==> src/rtl/stop_watch_lap.sv <==
// Parametrised BCD stopwatch/countdown timer with preset load, lap freeze,
// sticky up-mode overflow and sticky down-mode done flags.
module stop_watch_lap #(
  parameter int DVSR  = 10000000,
  parameter int N_DIG = 3,
  parameter int W     = 24
) (
  input  logic               clk,
  input  logic               reset,
  input  logic               go,
  input  logic               clr,
  input  logic               up,
  input  logic               load,
  input  logic [4*N_DIG-1:0] din,
  input  logic               lap,
  output logic [4*N_DIG-1:0] dout,
  output logic               ovf,
  output logic               done,
  output logic               frozen
);

  localparam logic [W-1:0] LAST = W'(DVSR - 1);

  typedef logic [N_DIG-1:0][3:0] digs_t;

  logic [W-1:0] cnt, cnt_nxt;
  digs_t        dig, dig_nxt, lap_val, din_clamp, dig_inc, dig_dec;
  logic         run, tick, all9, all0, carry, borrow, ovf_nxt, done_nxt;

  assign run  = go && !done;
  assign tick = run && (cnt == LAST);

  // Ripple carry/borrow chains; after the loop they hold "all nines"/"all zeros".
  always_comb begin
    carry     = 1'b1;
    borrow    = 1'b1;
    din_clamp = '0;
    dig_inc   = dig;
    dig_dec   = dig;
    for (int i = 0; i < N_DIG; i++) begin
      din_clamp[i] = (din[4*i +: 4] > 4'd9) ? 4'd9 : din[4*i +: 4];
      if (carry)
        dig_inc[i] = (dig[i] == 4'd9) ? 4'd0 : dig[i] + 4'd1;
      if (borrow)
        dig_dec[i] = (dig[i] == 4'd0) ? 4'd9 : dig[i] - 4'd1;
      carry  = carry && (dig[i] == 4'd9);
      borrow = borrow && (dig[i] == 4'd0);
    end
    all9 = carry;
    all0 = borrow;
  end

  always_comb begin
    cnt_nxt  = cnt;
    dig_nxt  = dig;
    ovf_nxt  = ovf;
    done_nxt = done;
    if (load) begin
      dig_nxt  = din_clamp;
      cnt_nxt  = '0;
      ovf_nxt  = 1'b0;
      done_nxt = 1'b0;
    end else begin
      if (run)
        cnt_nxt = tick ? '0 : cnt + 1'b1;
      if (tick) begin
        if (up) begin
          dig_nxt = dig_inc;
          if (all9)
            ovf_nxt = 1'b1;
        end else if (all0) begin
          done_nxt = 1'b1;
        end else begin
          dig_nxt = dig_dec;
        end
      end
    end
  end

  // A lap capture takes the value being written this edge, so load+lap latches the preset.
  always_ff @(posedge clk) begin
    if (reset || clr) begin
      cnt     <= '0;
      dig     <= '0;
      lap_val <= '0;
      frozen  <= 1'b0;
      ovf     <= 1'b0;
      done    <= 1'b0;
    end else begin
      cnt  <= cnt_nxt;
      dig  <= dig_nxt;
      ovf  <= ovf_nxt;
      done <= done_nxt;
      if (lap) begin
        if (!frozen)
          lap_val <= dig_nxt;
        frozen <= !frozen;
      end
    end
  end

  assign dout = frozen ? lap_val : dig;

endmodule

==> config.mk <==
export PLATFORM = sky130hd
export DESIGN_NAME = stop_watch_lap
export DESIGN_NICKNAME = d
export VERILOG_FILES = /design/src/rtl/stop_watch_lap.sv
export SDC_FILE = /design/constraint.sdc
export NUM_CORES = 1
export LEC_CHECK = 0
export BUFFER_PORTS_ARGS = -buffer_cell sky130_fd_sc_hd__buf_2
export CAP_MARGIN = 0
export CELL_PAD_IN_SITES_DETAIL_PLACEMENT = 0
export CELL_PAD_IN_SITES_GLOBAL_PLACEMENT = 1
export CORE_ASPECT_RATIO = 1.4
export CORE_MARGIN = 5
export CORE_UTILIZATION = 47
export CTS_BUF_LIST = sky130_fd_sc_hd__clkbuf_16
export CTS_CLUSTER_DIAMETER = 30
export DETAILED_ROUTE_END_ITERATION = 10
export GPL_TIMING_DRIVEN = 0
export MAX_ROUTING_LAYER = met4
export PLACE_DENSITY_LB_ADDON = 0.3
export SLEW_MARGIN = 20
export SYNTH_ARGS = -nofsm -noshare
export SYNTH_HDL_FRONTEND = slang
export SYNTH_SLANG_ARGS = --single-unit
==> constraint.sdc <==
create_clock -name clk -period 3.1 [get_ports clk]
set_clock_uncertainty 0.15 [all_clocks]
set_input_delay 0.62 -clock clk [delete_from_list [all_inputs] [get_ports clk]]
set_output_delay 0.62 -clock clk [all_outputs]
set_load 0.005 [all_outputs]
[Word-level counts from Yosys, hierarchy flattened]
Index checks and enable logic that the tools add are counted.
Storage, ports and cells
  register bits: 51
  bits in latches: 0
  memory bits (writable): 0
  ROM bits: 0
  input bits: 19
  logic and storage cells: 61
  memories: 0
Cells by class
  add/sub/neg operators: 7
  $mul: 0
  div/mod/pow operators: 0
  magnitude comparators: 3
  eq/ne operators: 4
  shift-type cells: 0
  muxes and demuxes: 19
  bitwise operators: 2
  reduce and logical (&&, ||, !) cells: 16
Operators by type and width (count)
  $mux W12: 5
  $mux W4: 13
  $add A24 B1 Y24 const B: 1
  $eq A24 B24 Y1 const B: 1
  $mux W24: 1
  $add A4 B1 Y4 const B: 3
  $eq A4 B4 Y1 const B: 3
  $gt A4 B4 Y1 const B: 3
  $logic_not A4 Y1: 3
  $sub A4 B1 Y4 const B: 3
  $logic_and A1 B1 Y1: 6
  $reduce_and A3 Y1: 2
  $logic_not A1 Y1: 2
  $not A1 Y1: 2
  $reduce_and A2 Y1: 1
  $reduce_or A2 Y1: 1
  $logic_or A1 B1 Y1: 1

[Depth between registers and ports, before layout]
  depth in word-level cells: 7
  gate-level depth with buffers: 8
  gate-level depth less buffers: 6

[Worst setup path after synthesis]
No wires, ideal clock.
  path kind: input -> register
  start point: in go
  end point: reg lap_val[3] (netlist name)
  arrival: 1.870 ns
  required time: 2.823 ns
  slack: 0.953 ns
  cell stages on the path: 6
  cells stage by stage: nand4b_1 > nor4_4 > buf_6 > a21boi_1 > a2111oi_4 > o41ai_2
Between the ends
  cells in the longest elaborated chain, start to end: 4
Ends and longest elaborated chain
  start, declared: RTL line 10  | input logic go,
  $logic_and A1 B1 Y1: RTL line 30  | assign run = go && !done;
  $logic_and A1 B1 Y1: RTL line 31  | assign tick = run && (cnt == LAST);
  $mux W12: RTL line 66  | if (tick) begin
  $mux W12: RTL line 58  | if (load) begin
  end signal, assigned: RTL line 96  | lap_val <= dig_nxt;
  end, declared: RTL line 27  | digs_t dig, dig_nxt, lap_val, din_clamp, dig_inc, dig_dec;
Every way passes these cells.
A chain may end at the register's enable or synchronous reset.

[Final worst setup path]
  start point: reg frozen
  end point: out dout[9]
Between the ends
  cells in the longest elaborated chain, start to end: 1
Ends and longest elaborated chain
  start, declared: RTL line 19  | output logic frozen
  start signal, assigned: RTL line 97  | frozen <= !frozen;
  $mux W12: RTL line 102  | assign dout = frozen ? lap_val : dig;
  end, declared: RTL line 16  | output logic [4*N_DIG-1:0] dout,
Every way passes these cells.

==> flow_summary.yaml <==
run_status:
  run_status: "complete, no violations"
sta:
  period_share: 0.893
  finalHoldViolations: 0
  fmax_ghz: 0.361
  drv_slew: 0
  tightest_slew_ps: 871
  setup_viol: 0
  tns_ps: 0
  rsz0062_at_grt: "false"
  layout_setup_ws_ps: 333
  finalCriticalPeriod_ps: 2770
  relSlewSlack: 0.414
synthesis:
  synthCells: 369
  synthDistinctLibCells: 69
  synth-seq-cells: 51
  ys_seq_area_frac: 0.332
  synth-edff-count: 0
  synthFlopType: "dfxtp_1"
  syn_area_per_cell_sq_um: 8.34
  syn-num-nets: 389
  ys_warn_count: 0
  syn-cell-area_sq_um: 3080
  ys_async_sr_fraction: 0
placement:
  dp_cells: 476
  post-place-ws_ps: 533
  detailed_place_hpwl_microns: 6610
  gp_congestion: 0.939
  numPortBuffers: 33
cells_and_area:
  final_cells: 483
  area_growth_pct: 13.7
  antennaDiodeCount: 0
  layout-drive-gt1-share: 0.183
  multi_input_area_sq_um: 1900
  final-seq-area_sq_um: 1020
  fill_cells: 651
  nNetsFinal: 429
  fin_util: 0.540
hold_path:
  min_path_type: "reg -> reg"
  min_from: "lap_val[8]"
  whs_endpoint: "lap_val[8]"
  hold_path_depth: 2
clock_network:
  cts_resized: 0
  clk_latency_ps: 280
  clk_pin_slew_ps: 70
  cts_tree: "built"
  h-tree-depth: 2
  cts_setup_buffers: 0
  cts_buffers: 5
  clockRootBuffer: "clkbuf_16"
  clockBufferDepth: 2
  cts.sinks: 51
  ctsHoldBuffers: 0
power_and_ir_drop:
  p_int_mw: 1.11
  clkPwrFrac: 0.420
  pwr-share-seq: 0.461
  ir_drop_mv: 0.400
  p_sw_uw: 351
  switching_share: 0.240
  combPwrFrac: 0.119
  leakage_nw: 1.29
  power_density_nw_per_um2: 418
route:
  wl_microns: 8760
  avgRoutedWirePerCell_microns: 18.1
  dr.pass1.iters: 5
  drt-initial-drc-count: 248
  vias: 2973
  ant_nets: 0
  drcViolationCount: 0
  avgViaCountPerCell: 6.16
die:
  die_x_microns: 78.4
  num_io_pins: 34
  design.core.area_sq_um: 6480
  num_rows: 35
  start_util: 0.475
  die_area_sq_um: 8290
  die_h_microns: 106
setup_path:
  cp.required_ps: 2330
  reg2reg_to: "lap_val[8]"
  cpPeakStageDelay_ps: 480
  path_max_fanout: 10
  rr_startpoint: "dig[5]"
  reg2regPathDepth: 6
  worstSetupEndpointType: "output pin"
  rrSetupSlack_ps: 600
  worstSetupPathType: "reg -> out"
  crit_buf_inv: 3
  arrival_ps: 2000
  crit_path_start_kind: "flop"
  worstPathCellList: "clkbuf_1, buf_1, mux2_2, buf_2"
  cp_top_family: "buffers and inverters"
  critPathSlowestCell: "buf_1"
run:
  cap_violations: 0
global_routing:
  grt_overflow: 0
  grt_pass1_wl_microns: 14400
  antenna_found_initial: 0
  grt_max_degree: 16
  grt_pass1_vias: 2832
  grt_util_all_layers: 0.224
-- worst register-to-register path: stages, from the launching register on --
cell      delay (ps)
dfxtp_1          310
clkbuf_1         230
nor4_1           700
nand2_1          180
o211a_1          250
nor4_1           420
o31ai_1          130
-- final cells by class --
type,instances,area share
Multi-Input combinational cell,284,0.543
Tap cell,74,0.0265
Inverter,6,0.00644
Buffer,28,0.0379
Timing Repair Buffer,33,0.0472
Sequential cell,51,0.292
Clock inverter,2,0.0107
Clock buffer,5,0.0358
-- cells by family after synthesis --
| family | share of synthesized area |
|---|---|
| XOR/XNOR | 0.0712 |
| AO/OA/AOI/OAI | 0.194 |
| flip-flops | 0.332 |
| AND/OR/NAND/NOR | 0.308 |
| buffers and inverters | 0.0504 |
| multiplexers | 0.0399 |
| adder cells (fa/ha/maj) | 0.00407 |
-- Yosys cell counts, types with 3 or more instances --
library cell	instances	area (sq um)
dfxtp_1	51	1020
nor2_1	36	135
nand2_1	32	120
xor2_1	21	184
nand3_1	17	85.1
clkbuf_1	16	60.1
a21oi_1	14	70.1
nand4_1	13	81.3
o21ai_0	13	65.1
mux2_2	10	113
a31oi_1	8	50.1
buf_2	7	35.0
nor3_1	7	35.0
nor4_1	7	43.8
and2_1	6	37.5
and3_1	6	37.5
inv_1	6	22.5
nor2b_1	5	31.3
o31ai_1	5	37.5
a211oi_1	4	30.0
a32oi_1	4	35.0
and4_1	4	35.0
nand2b_1	4	25.0
or3_1	4	25.0
xnor2_1	4	35.0
nand4b_1	3	26.3
nor4_2	3	37.5
o22ai_1	3	18.8
or4_1	3	22.5
-- layout by cell type, fill, tap and decap left out, types with 13 or more instances in the layout --
cell	instances
clkbuf_1	16
nand2_1	32
dfxtp_1	51
nor2_1	36
xor2_1	21
o21ai_0	13
nand4_1	13
buf_2	40
a21oi_1	14
nand3_1	17
-- registers in the layout, indices dropped and copies added (netlist names) --
register	count
ovf	1
done	1
cnt	24
dig	12
frozen	1
lap_val	12
-- power by group through the flow --
stage	clock network [mW]	logic (mW)	registers, mW
floorplan	0	0.115	0.686
global placement	0	0.170	0.688
detailed placement	0	0.172	0.688
CTS	0.626	0.172	0.673
global route	0.660	0.189	0.674
finish	0.613	0.174	0.673
-- per-stage QoR --
| step | cell area (sq um) | hold WS (ps) | total power [mW] |
|---|---|---|---|
| after global routing | 3500 | 327 | 1.52 |
| after detailed placement | 3330 | 289 | 0.860 |
| final | 3500 | 299 | 1.46 |
| after CTS | 3500 | 305 | 1.47 |
| after floorplan | 3080 | 269 | 0.801 |
| after global placement | 3330 | 282 | 0.858 |
-- worst max-delay path by stage --
| stage | startpoint | end | slack [ps] | cells past startpoint |
|---|---|---|---|---|
| 2_1_floorplan | go | lap_val[3] | 950 | 6 |
| 3_3_place_gp | up | lap_val[10] | 560 | 6 |
| 3_5_place_dp | go | lap_val[10] | 530 | 6 |
| 4_1_cts | frozen | dout[5] | 300 | 4 |
| 5_1_grt | frozen | dout[9] | 190 | 4 |
| 6_report | frozen | dout[9] | 330 | 4 |
-- metal layers --
metal | up-vias | share of wire | global-route usage
met5 | - | 0 | -
met4 | 0 | 0.031 | 0.0813
met3 | 16 | 0.042 | 0.0333
met2 | 94 | 0.52 | 0.388
met1 | 1412 | 0.40 | 0.261
li1 | 1451 | - | -
No activity file was read; power rests on OpenSTA's default activity.
